`src/rtl/fetch_unit.sv`:
```
// Instruction fetch stage: owns the fetch PC, issues single-outstanding word reads,
// and buffers fetched words in a 2-entry prefetch FIFO presented to decode.
module fetch_unit #(
  parameter logic [31:0] RESET_PC = 32'h0000_0000
) (
  input  logic        clk,
  input  logic        rst,
  output logic        imem_req,
  output logic [31:0] imem_addr,
  input  logic        imem_ack,
  input  logic [31:0] imem_rdata,
  input  logic        stall,
  input  logic        branch_valid,
  input  logic [31:0] branch_target,
  output logic        instr_valid,
  output logic [31:0] instr,
  output logic [31:0] instr_pc,
  output logic [31:0] pc_plus8
);

  localparam logic [1:0] IDLE    = 2'd0;
  localparam logic [1:0] FETCH   = 2'd1;
  localparam logic [1:0] HOLD    = 2'd2;
  localparam logic [1:0] DISCARD = 2'd3;

  logic [1:0]  state;
  logic [31:0] fetch_pc;
  logic [31:0] redirect_pc;
  logic [1:0]  count;
  logic [31:0] buf_pc_p0, buf_pc_p1;
  logic [31:0] buf_word_p0, buf_word_p1;

  logic        done;
  logic        push;
  logic        pop;
  logic        load_p0;
  logic        shift_p0;
  logic        load_p1;
  logic [1:0]  count_nxt;
  logic [31:0] target;

  always_comb begin
    target    = branch_target & 32'hFFFF_FFFC;
    done      = imem_req && imem_ack;
    pop       = instr_valid && !stall && !branch_valid;
    push      = (state == FETCH) && done && !branch_valid;
    count_nxt = count + {1'b0, push} - {1'b0, pop};
    // New word lands at the head when the buffer is (or is becoming) empty.
    load_p0   = push && ((count == 2'd0) || ((count == 2'd1) && pop));
    shift_p0  = pop && !load_p0;
    load_p1   = push && !load_p0;
  end

  assign imem_req    = (state == FETCH) || (state == DISCARD);
  assign imem_addr   = fetch_pc;
  assign instr_valid = (count != 2'd0);
  assign instr       = instr_valid ? buf_word_p0 : 32'd0;
  assign instr_pc    = buf_pc_p0;
  assign pc_plus8    = buf_pc_p0 + 32'd8;

  // Fetch control: request sequencing and redirect handling
  always_ff @(posedge clk) begin
    if (rst) begin
      state       <= IDLE;
      fetch_pc    <= RESET_PC;
      redirect_pc <= RESET_PC;
    end else begin
      case (state)
        IDLE: begin
          state <= FETCH;
          if (branch_valid) fetch_pc <= target;
        end
        FETCH: begin
          if (branch_valid) begin
            if (done) begin
              fetch_pc <= target;
            end else begin
              redirect_pc <= target;
              state       <= DISCARD;
            end
          end else if (done) begin
            fetch_pc <= fetch_pc + 32'd4;
            if (count_nxt == 2'd2) state <= HOLD;
          end
        end
        HOLD: begin
          if (branch_valid) begin
            fetch_pc <= target;
            state    <= FETCH;
          end else if (pop) begin
            state <= FETCH;
          end
        end
        DISCARD: begin
          // The stale read must complete before the redirect address is issued.
          if (branch_valid) begin
            redirect_pc <= target;
            if (done) begin
              fetch_pc <= target;
              state    <= FETCH;
            end
          end else if (done) begin
            fetch_pc <= redirect_pc;
            state    <= FETCH;
          end
        end
        default: state <= IDLE;
      endcase
    end
  end

  // Prefetch buffer: occupancy and entry PCs
  always_ff @(posedge clk) begin
    if (rst) begin
      count     <= 2'd0;
      buf_pc_p0 <= RESET_PC;
      buf_pc_p1 <= RESET_PC;
    end else begin
      count <= branch_valid ? 2'd0 : count_nxt;
      if (load_p0)       buf_pc_p0 <= fetch_pc;
      else if (shift_p0) buf_pc_p0 <= buf_pc_p1;
      if (load_p1)       buf_pc_p1 <= fetch_pc;
    end
  end

  // Prefetch buffer: instruction words
  always_ff @(posedge clk) begin
    if (load_p0)       buf_word_p0 <= imem_rdata;
    else if (shift_p0) buf_word_p0 <= buf_word_p1;
    if (load_p1)       buf_word_p1 <= imem_rdata;
  end

endmodule

```
`config.mk`:
```
export PLATFORM = sky130hd
export DESIGN_NAME = fetch_unit
export DESIGN_NICKNAME = d
export VERILOG_FILES = /design/src/rtl/fetch_unit.sv
export SDC_FILE = /design/constraint.sdc
export NUM_CORES = 1
export LEC_CHECK = 0
export ABC_AREA = 1
export BUFFER_PORTS_ARGS = -buffer_cell sky130_fd_sc_hd__buf_2
export CAP_MARGIN = 20
export CORE_ASPECT_RATIO = 0.7
export CORE_UTILIZATION = 60
export DETAILED_ROUTE_END_ITERATION = 7
export GPL_TIMING_DRIVEN = 0
export MAX_ROUTING_LAYER = met4
export PLACE_DENSITY = 0.95
export SLEW_MARGIN = 20
export SYNTH_ARGS = -nofsm -noshare
export SYNTH_HDL_FRONTEND = slang
export SYNTH_SLANG_ARGS = --single-unit
```
`constraint.sdc`:
```
create_clock -name clk -period 5.5 [get_ports clk]
set_clock_uncertainty 0.1 [all_clocks]
set_input_delay 0.55 -clock clk [delete_from_list [all_inputs] [get_ports clk]]
set_output_delay 0.55 -clock clk [all_outputs]
set_load 0.02 [all_outputs]
```
==> flow_summary.rst, run 1 <==
.. list-table::
   :header-rows: 1

   * - Metric
     - Value
   * - Result of the run
     - complete, no violations
   * - Library cell occupying the most area in the post-synthesis netlist
     - sky130_fd_sc_hd__dfxtp_1
   * - Final design area excluding fillers
     - 0.0119 mm^2
   * - IR Drop Worst-Case VDD
     - 220 uV
   * - Power density of the placed cells
     - 290 mW/mm^2
   * - Routed length per instance
     - 19.2 um
   * - Maximum level of the CTS H-tree
     - 4
   * - Max-cap check violation count
     - 0
   * - Via count of the routed design
     - 11100
   * - Mapped Nets
     - 1467
   * - Worst path cell trace
     - ha_1 -> nand2_1 -> nor3_2 -> nand2_1 -> nor2_2 -> nand2_1 -> nor2_1 -> nand2_1 -> xor2_1 -> buf_2
   * - Kind of critical path
     - flop to primary output
   * - Number of buffers between clock root and the deepest sink
     - 2
   * - Width of the die
     - 156 um
   * - Die footprint
     - 0.0172 mm^2
   * - Max-slew violations
     - 0
   * - Clk network pwr share
     - 36.5%
   * - Hold slack
     - 0.191 ns
   * - Largest net degree at the start of global routing
     - 42
   * - Standard-cell row count
     - 39
   * - Weighted congestion at the end of routability-driven global placement
     - 1.09
   * - Hold-fix buffer count after cts
     - 0
   * - Post-cts repair resize count
     - 0
   * - Clock tree from TritonCTS
     - yes
   * - Crit-path most repeated cell
     - sky130_fd_sc_hd__nand2_1
   * - Top cells by area, synth
     - sky130_fd_sc_hd__dfxtp_1 (26%), sky130_fd_sc_hd__edfxtp_1 (19%), sky130_fd_sc_hd__nand2_1 (13%), sky130_fd_sc_hd__o21ai_0 (8.4%), sky130_fd_sc_hd__a21oi_1 (6.9%)
   * - Number of iterations in the first detailed-routing pass
     - 6
   * - Static leakage
     - 5.47 nW
   * - Setup repair after global routing missed its margin
     - no
   * - Internal Pwr Total
     - 0.00233 W
   * - Vertical die dimension
     - 110 um
   * - Switching part of the total
     - 32.5%
   * - Worst reg2reg path endpoint
     - state[0]
   * - Fraction of layout instances using a drive strength above 1
     - 16.9%
   * - Total length of routed wires
     - 35500 um
   * - Total I/O pin count
     - 199
   * - Count of unique library cells instantiated by Yosys
     - 41
   * - Worst hold path startpoint
     - imem_rdata[4]
   * - Initial antenna violation count
     - 0
   * - Yosys top cell area share
     - 26.0%
   * - Sequential area share after synthesis
     - 45.1%
   * - Number of buffers inserted by port buffering
     - 195
   * - Multi-input logic area
     - 0.00463 mm^2
   * - Post-CTS setup-driven buffer insertion count
     - 0
   * - R2R setup slack
     - 2.57 ns
   * - Share of the core filled with cells in the final layout
     - 72.9%
   * - Seq. cell area
     - 0.00452 mm^2
   * - CP startpoint kind
     - flop
   * - Non-filler instance count after layout
     - 1847
   * - Placement Cell Area
     - 0.0113 mm^2
   * - First DRT Iteration DRCs
     - 1680
   * - Insertion delay of the later-clocked pin in the worst-skew pair
     - 0.45 ns
   * - Cell count after synthesis
     - 1394
   * - Part of the power in registers
     - 47.1%
   * - Area of the placeable core
     - 0.0163 mm^2
   * - Total clock buffers created by CTS
     - 17
   * - Data required time at the worst endpoint
     - 4.85 ns
   * - Critical-path maximum fanout
     - 5
   * - Area growth from synthesis to final layout
     - 18.8%
   * - Path type of the worst min-delay path
     - input pin to flop
   * - Number of placed cells counting well taps
     - 1815
   * - Clock root buffer master
     - sky130_fd_sc_hd__clkbuf_16
   * - Worst slew margin relative to its limit
     - 33.1%
   * - Layout Nets
     - 1682
   * - Antenna cells
     - 0
   * - Final ANT Viol Nets
     - 0
   * - Summed negative setup slack over all endpoints
     - 0 ns
   * - Post-synthesis instance area
     - 0.0100 mm^2
   * - Wire length of the first global-routing pass
     - 53900 um
   * - Category of the worst setup path capture point
     - primary output
   * - Worst Tran Pin Value
     - 1.00 ns
   * - Destination of the worst hold path
     - buf_word_p1[4]
   * - Reg-to-reg startpoint
     - count[1]
   * - Number of DRC violations after detailed routing
     - 0
   * - Final critical path time including I/O delays and setup
     - 3.42 ns
   * - Setup violations, final
     - 0
   * - Clock sink total
     - 194
   * - Startpoint of the worst setup timing path
     - instr_pc[3]
   * - Cell with the largest stage delay on the worst path
     - sky130_fd_sc_hd__dfxtp_1
   * - Worst stage delay on the critical path
     - 0.46 ns
   * - Total of fill cells in the finished design
     - 1308
   * - Worst EP arrival
     - 2.77 ns
   * - Yosys warns
     - 0
   * - Maximum frequency from static timing analysis
     - 292 MHz
   * - Clock slew at the register clock pins of the worst setup and hold paths
     - 0.08 ns
   * - Vias in the first global route
     - 9903
   * - Via-per-instance ratio
     - 6.00
   * - Final hold vios
     - 0
   * - Congestion Overflow GR
     - 0
   * - Power spent charging and discharging nets
     - 0.00112 W
   * - Register-to-Register Path Depth
     - 13
   * - Flip-flop and latch count after synthesis
     - 194
   * - Combinational power share
     - 16.4%
   * - Mean instance size in the synthesized netlist
     - 7.19 um^2
   * - Instance count along the most critical hold path
     - 1
   * - Detailed placer's ending HPWL
     - 26400 um
   * - Initial core utilization
     - 61.3%
   * - Final Cycle Share
     - 62.3%
   * - Total global-route track usage
     - 42.7%
[metal layers]
metal / GRT usage, % / up-vias / wire (um)
met5: - / - / 0
met4: 13.9 / 0 / 977
met3: 11.4 / 98 / 5100
met2: 62.0 / 842 / 15200
met1: 57.9 / 5115 / 14200
li1: - / 5028 / -
[registers in the layout (all words and copies together), names as in the netlist]
signal       cells
count            2
buf_word_p0     32
buf_word_p1     32
instr_pc        32
buf_pc_p1       32
imem_addr       32
redirect_pc     30
state            2
[final cells by class]
type                       instances  share of cell area [%]
inverter                         134                    4.22
clock buffer                      17                    3.57
timing repair buffer             196                    8.42
multi-input combinational        985                    38.9
clock inverter                    15                    1.39
tap                              225                    2.36
buffer                            81                    3.17
sequential                       194                    38.0
[per-stage QoR]
| step | worst slack (ns) | total power [W] |
|---|---|---|
| floorplan | 1.66 | 0.00197 |
| global placement | 0.261 | 0.00218 |
| detailed placement | 2.65 | 0.00220 |
| CTS | 2.17 | 0.00342 |
| global route | 1.92 | 0.00356 |
| finish | 2.08 | 0.00345 |
[cell usage in the layout, fill, tap and decap left out, types with 4 or more instances in the layout]
cell,synthesis,layout
sky130_fd_sc_hd__a211oi_1,7,7
sky130_fd_sc_hd__a21oi_1,139,139
sky130_fd_sc_hd__a41oi_1,4,4
sky130_fd_sc_hd__buf_1,6,6
sky130_fd_sc_hd__buf_2,17,212
sky130_fd_sc_hd__buf_4,12,12
sky130_fd_sc_hd__clkbuf_1,45,45
sky130_fd_sc_hd__clkbuf_16,0,17
sky130_fd_sc_hd__dfxtp_1,130,130
sky130_fd_sc_hd__edfxtp_1,64,64
sky130_fd_sc_hd__ha_1,4,4
sky130_fd_sc_hd__inv_1,131,131
sky130_fd_sc_hd__inv_6,0,5
sky130_fd_sc_hd__inv_8,0,5
sky130_fd_sc_hd__nand2_1,357,357
sky130_fd_sc_hd__nand3_1,66,66
sky130_fd_sc_hd__nand4_1,9,9
sky130_fd_sc_hd__nor2_1,131,131
sky130_fd_sc_hd__nor2_2,5,5
sky130_fd_sc_hd__nor3_1,17,17
sky130_fd_sc_hd__o211ai_1,6,6
sky130_fd_sc_hd__o21ai_0,168,167
sky130_fd_sc_hd__o21ai_1,10,10
sky130_fd_sc_hd__o31ai_1,6,6
sky130_fd_sc_hd__xor2_1,30,30
[synthesized netlist by cell type, drive strengths merged]
| cell type | n |
|---|---|
| and2 | 2 |
| a311oi | 1 |
| nor3b | 1 |
| a31oi | 3 |
| buf | 36 |
| o22ai | 1 |
| ha | 4 |
| nand4 | 9 |
| clkbuf | 45 |
| xor2 | 30 |
| inv | 134 |
| xnor2 | 1 |
| and3b | 1 |
| or2 | 1 |
| a41oi | 4 |
| nor3 | 20 |
| dfxtp | 130 |
| o21ai | 178 |
| a21oi | 139 |
| nor4 | 3 |
| a221oi | 1 |
| o31ai | 6 |
| o211ai | 6 |
| a211oi | 7 |
| edfxtp | 64 |
| nor4b | 1 |
| o311ai | 2 |
| nor2 | 138 |
| and3 | 1 |
| nand3 | 66 |
| nand2 | 359 |
[cells by family (layout without fill, tap and decap cells)]
kind of cell    count (synthesis)  in the layout  share of synthesized area (%)
xor+xnor                       31             31                           2.71
flops                         194            194                           45.1
simple gates                  602            602                           24.7
fa+ha+maj                       4              4                          0.499
compound gates                348            348                           18.2
buf+inv                       215            443                           8.79
[worst max path at each step]
stage | to | slack [ns] | cells past startpoint
floorplan | buf_word_p0[0] | 1.66 | 3
global placement | buf_word_p0[0] | 0.26 | 4
detailed placement | state[0] | 2.65 | 13
CTS | pc_plus8[25] | 2.17 | 10
global route | pc_plus8[25] | 1.92 | 10
finish | pc_plus8[25] | 2.08 | 10
[power by group through the flow]
| stage | sequential (W) | clock, W | combinational (W) |
|---|---|---|---|
| floorplan | 0.00168 | 0 | 0.000298 |
| global placement | 0.00165 | 0 | 0.000528 |
| detailed placement | 0.00165 | 0 | 0.000546 |
| CTS | 0.00162 | 0.00125 | 0.000551 |
| global route | 0.00163 | 0.00132 | 0.000612 |
| finish | 0.00163 | 0.00126 | 0.000568 |
[worst max-delay path: cells and delay by family (launching register included)]
kind | cells | cell delay (ns)
simple gates | 7 | 1.26
buf+inv | 1 | 0.19
fa+ha+maj | 1 | 0.28
flops | 1 | 0.46
xor+xnor | 1 | 0.13
No activity file was read; power rests on OpenSTA's default activity.
==> run 2, diff against run 1 <==
--- a/config.mk
+++ b/config.mk
@@ -5,15 +5,15 @@
 export SDC_FILE = /design/constraint.sdc
 export NUM_CORES = 1
 export LEC_CHECK = 0
-export ABC_AREA = 1
+export ABC_AREA = 0
 export BUFFER_PORTS_ARGS = -buffer_cell sky130_fd_sc_hd__buf_2
 export CAP_MARGIN = 20
 export CORE_ASPECT_RATIO = 0.7
-export CORE_UTILIZATION = 60
+export CORE_UTILIZATION = 50
 export DETAILED_ROUTE_END_ITERATION = 7
 export GPL_TIMING_DRIVEN = 0
 export MAX_ROUTING_LAYER = met4
-export PLACE_DENSITY = 0.95
+export PLACE_DENSITY = 0.87
 export SLEW_MARGIN = 20
 export SYNTH_ARGS = -nofsm -noshare
 export SYNTH_HDL_FRONTEND = slang
==> constraint.sdc (replaced) <==
create_clock -name clk -period 2.7 [get_ports clk]
set_clock_uncertainty 0.1 [all_clocks]
set_input_delay 0.27 -clock clk [delete_from_list [all_inputs] [get_ports clk]]
set_output_delay 0.27 -clock clk [all_outputs]
set_load 0.02 [all_outputs]
==> run 2 against run 1 <==
Against the previous run:
- the flow now finishes with violations (setup timing)
- flip-flop and latch count unchanged
- highest routed layer unchanged
- first-iteration DRC count down 27%
- combinational power up 85%
- critical endpoint is now imem_addr[18]
- wire length down 5.8%
==> flow_summary.rst, run 2 <==
.. list-table::
   :header-rows: 1

   * - Metric
     - Value
   * - Result of the run
     - complete, but fails checks
   * - Violations in the final reports
     - setup timing
   * - Sequential area share after synthesis
     - 46.4% (+1.3 points)
   * - Post-route worst setup slack
     - -0.0193 ns (-2.10 ns)
   * - Congestion Overflow GR
     - 0 (unchanged)
   * - Library cell occupying the most area in the post-synthesis netlist
     - sky130_fd_sc_hd__dfxtp_1
   * - Wire length of the first global-routing pass
     - 50300 um (-6.6%)
   * - Total clock buffers created by CTS
     - 17 (unchanged)
   * - Number of enable-type register cells in the synthesized netlist
     - 64 (unchanged)
   * - Kind of critical path
     - flop to flop
   * - Area growth from synthesis to final layout
     - 25.9%
   * - Total length of routed wires
     - 33400 um (-5.8%)
   * - Standard-cell row count
     - 42 (+7.7%)
   * - IR Drop Worst-Case VDD
     - 312 uV (+42%)
   * - Vias in the first global route
     - 9101 (-8.1%)
   * - Initial core utilization
     - 51.3% (-10 points)
   * - R2R setup slack
     - -0.02 ns (-2.59 ns)
   * - Count of unique library cells instantiated by Yosys
     - 63 (+54%)
   * - Final hold vios
     - 0 (unchanged)
   * - Worst EP arrival
     - 2.95 ns (+0.18 ns)
   * - Via count of the routed design
     - 9809 (-11%)
   * - Width of the die
     - 169 um (+7.9%)
   * - Final ANT Viol Nets
     - 0 (unchanged)
   * - Cell count after synthesis
     - 1102 (-21%)
   * - Vertical die dimension
     - 119 um (+7.8%)
   * - Number of buffers between clock root and the deepest sink
     - 2 (unchanged)
   * - Number of DRC violations after detailed routing
     - 0 (unchanged)
   * - Path type of the worst min-delay path
     - input pin to flop
   * - Yosys warns
     - 0 (unchanged)
   * - Worst reg2reg path endpoint
     - imem_addr[18]
   * - Clock tree from TritonCTS
     - yes
   * - Clock sink total
     - 194 (unchanged)
   * - Via-per-instance ratio
     - 5.94 (-0.93%)
   * - Die footprint
     - 0.0201 mm^2 (+16%)
   * - Category of the worst setup path capture point
     - flop
   * - Instance count along the most critical hold path
     - 3 (+2)
   * - Leading cell type by number of instances after synthesis
     - sky130_fd_sc_hd__nand2_1
   * - Number of iterations in the first detailed-routing pass
     - 6 (unchanged)
   * - Cell type group with the largest total delay on the critical path
     - compound AO/OA/AOI/OAI gates
   * - Antenna cells
     - 0 (unchanged)
   * - Fraction of layout instances using a drive strength above 1
     - 23.7% (+6.8 points)
   * - Post-placement worst setup slack
     - -0.669 ns (-3.32 ns)
   * - Maximum level of the CTS H-tree
     - 4 (unchanged)
   * - Worst slew margin relative to its limit
     - 36.0% (+2.9 points)
   * - Destination of the worst hold path
     - redirect_pc[26]
   * - Clock slew at the register clock pins of the worst setup and hold paths
     - 0.07 ns (about the same)
   * - Yosys top cell area share
     - 26.7% (+0.76 points)
   * - Placement Cell Area
     - 0.0111 mm^2 (-2.4%)
   * - Insertion delay of the later-clocked pin in the worst-skew pair
     - 0.44 ns (about the same)
   * - Worst hold path startpoint
     - branch_target[26]
   * - Buffers and inverters on the worst path
     - 2 (+1)
   * - Share of the core filled with cells in the final layout
     - 64.7% (-8.2 points)
   * - Mean instance size in the synthesized netlist
     - 8.84 um^2 (+23%)
   * - Commonest cells after routing, fill and taps aside
     - sky130_fd_sc_hd__buf_2 (221), sky130_fd_sc_hd__nand2_1 (191), sky130_fd_sc_hd__dfxtp_1 (126), sky130_fd_sc_hd__a21oi_1 (103), sky130_fd_sc_hd__nor2_1 (83)
   * - Largest net degree at the start of global routing
     - 42 (unchanged)
   * - Top cells by instance count after synthesis
     - sky130_fd_sc_hd__nand2_1 (192), sky130_fd_sc_hd__dfxtp_1 (130), sky130_fd_sc_hd__a21oi_1 (103)
   * - Total I/O pin count
     - 199 (unchanged)
   * - Maximum frequency from static timing analysis
     - 368 MHz
   * - Routed length per instance
     - 20.3 um (+5.5%)
   * - Weighted congestion at the end of routability-driven global placement
     - 1.03 (-6.0%)
   * - Max-slew violations
     - 0 (unchanged)
   * - Critical-path maximum fanout
     - 10 (+5)
   * - Total global-route track usage
     - 34.0% (-8.7 points)
   * - CP startpoint kind
     - flop
   * - Setup violations, final
     - 1 (+1)
   * - Total Power
     - 0.00680 W (+97%)
   * - Post-synthesis instance area
     - 0.00974 mm^2 (-2.8%)
   * - Final Cycle Share
     - 101%
   * - Max-cap check violation count
     - 0 (unchanged)
   * - Final critical path time including I/O delays and setup
     - 2.72 ns
   * - Number of buffers inserted by port buffering
     - 196 (+0.51%)
   * - Power density of the placed cells
     - 554 mW/mm^2 (+91%)
   * - Layout Nets
     - 1446 (-14%)
   * - Worst path cell trace
     - clkbuf_1 -> buf_1 -> a21oi_1 -> a31oi_1 -> o21ai_0 -> a211oi_1
   * - Detailed placer's ending HPWL
     - 23500 um (-11%)
   * - Clock root buffer master
     - sky130_fd_sc_hd__clkbuf_16
   * - Final design area excluding fillers
     - 0.0123 mm^2 (+3.0%)
   * - First DRT Iteration DRCs
     - 1232 (-27%)
   * - Top cells by area, synth
     - sky130_fd_sc_hd__dfxtp_1 (27%), sky130_fd_sc_hd__edfxtp_1 (20%), sky130_fd_sc_hd__nand2_1 (7.4%), sky130_fd_sc_hd__a21oi_1 (5.3%), sky130_fd_sc_hd__mux2i_1 (4.0%)
   * - Data required time at the worst endpoint
     - 2.94 ns (-1.91 ns)
   * - Register-to-Register Path Depth
     - 6 (-7)
   * - Initial antenna violation count
     - 0 (unchanged)
   * - Area of the placeable core
     - 0.0190 mm^2 (+16%)
   * - Share of flip-flops with an asynchronous set or reset after synthesis
     - 0% (unchanged)
   * - Ys flop type
     - sky130_fd_sc_hd__dfxtp_1
   * - Worst Tran Pin Value
     - 0.947 ns (-0.0561 ns)
   * - Flip-flop and latch count after synthesis
     - 194 (unchanged)
   * - Static leakage
     - 5.15 nW (-5.8%)
   * - Mapped Nets
     - 1175 (-20%)
   * - Leading cell type in the layout, fill and taps excluded
     - sky130_fd_sc_hd__buf_2
   * - Hold slack
     - 0.00957 ns (-0.181 ns)
   * - Worst stage delay on the critical path
     - 0.52 ns (+0.06 ns)
   * - Reg-to-reg startpoint
     - state[1]
   * - Cell with the largest stage delay on the worst path
     - sky130_fd_sc_hd__dfxtp_1
[run 2: worst max-delay path by stage]
| stage | cells past startpoint | start | slack, ns | to |
|---|---|---|---|---|
| after global routing | 13 | count[0] | -0.02 | state[1] |
| final | 6 | state[1] | -0.02 | imem_addr[18] |
| after CTS | 6 | instr_pc[15] | 0.02 | pc_plus8[30] |
| after detailed placement | 7 | imem_ack | -0.67 | buf_word_p0[28] |
| after floorplan | 6 | state[0] | 0.13 | buf_word_p0[0] |
| after global placement | 7 | imem_ack | -1.07 | buf_word_p0[22] |
[run 2: cell families after synthesis]
kind of cell | after synthesis | share of synthesized area (%)
multiplexers | 72 | 7.82
flip-flops | 194 | 46.4
XOR/XNOR | 39 | 3.51
buffers and inverters | 115 | 4.91
adder cells (fa/ha/maj) | 4 | 0.514
AO/OA/AOI/OAI | 251 | 16.1
AND/OR/NAND/NOR | 427 | 20.7
[run 2: through the flow]
stage,TNS (ns),std cells
after floorplan,0,1102
final,-0.0193,1650
after CTS,0,1648
after global routing,-0.0182,1650
after detailed placement,-30.81,1562
after global placement,-43.40,1562
[run 2: final cells by class]
class	instances	area, um^2
fill	1601	6700
multi-input combinational	793	4810
sequential	194	4530
timing repair buffer	253	1530
clock buffer	18	439
buffer	90	394
tap	264	330
clock inverter	14	136
inverter	24	90.1
[run 2: timing repair]
action                     CTS  global route
hold endpoints to repair    51             0
setup endpoints to repair   64            41
hold buffers                50             0
cloned                       0             0
resized for setup           13            11
pin swaps                    3             2
buffers inserted             5             2
[run 2: routing by layer]
layer | global-route usage, % | up-vias | wire (um)
li1 | - | 4446 | -
met1 | 44.1 | 4639 | 13700
met2 | 49.9 | 634 | 14500
met3 | 11.0 | 90 | 4290
met4 | 11.3 | 0 | 884
met5 | - | - | 0
[run 2: power by group]
group	total, W	leakage [nW]	switching [W]	internal (W)
Combinational	0.00105	3.22	0.000678	0.000375
Sequential	0.00325	1.64	0.000133	0.00311
Clock	0.00250	0.286	0.00124	0.00126
Total	0.00680	5.15	0.00205	0.00475
[run 2: worst register-to-register path, cell delays in order, from the launching register on]
cell                       delay (ns)
sky130_fd_sc_hd__dfxtp_1         0.52
sky130_fd_sc_hd__clkbuf_1        0.46
sky130_fd_sc_hd__buf_1           0.51
sky130_fd_sc_hd__a21oi_1         0.14
sky130_fd_sc_hd__a31oi_1         0.38
sky130_fd_sc_hd__o21ai_0         0.19
sky130_fd_sc_hd__a211oi_1        0.31
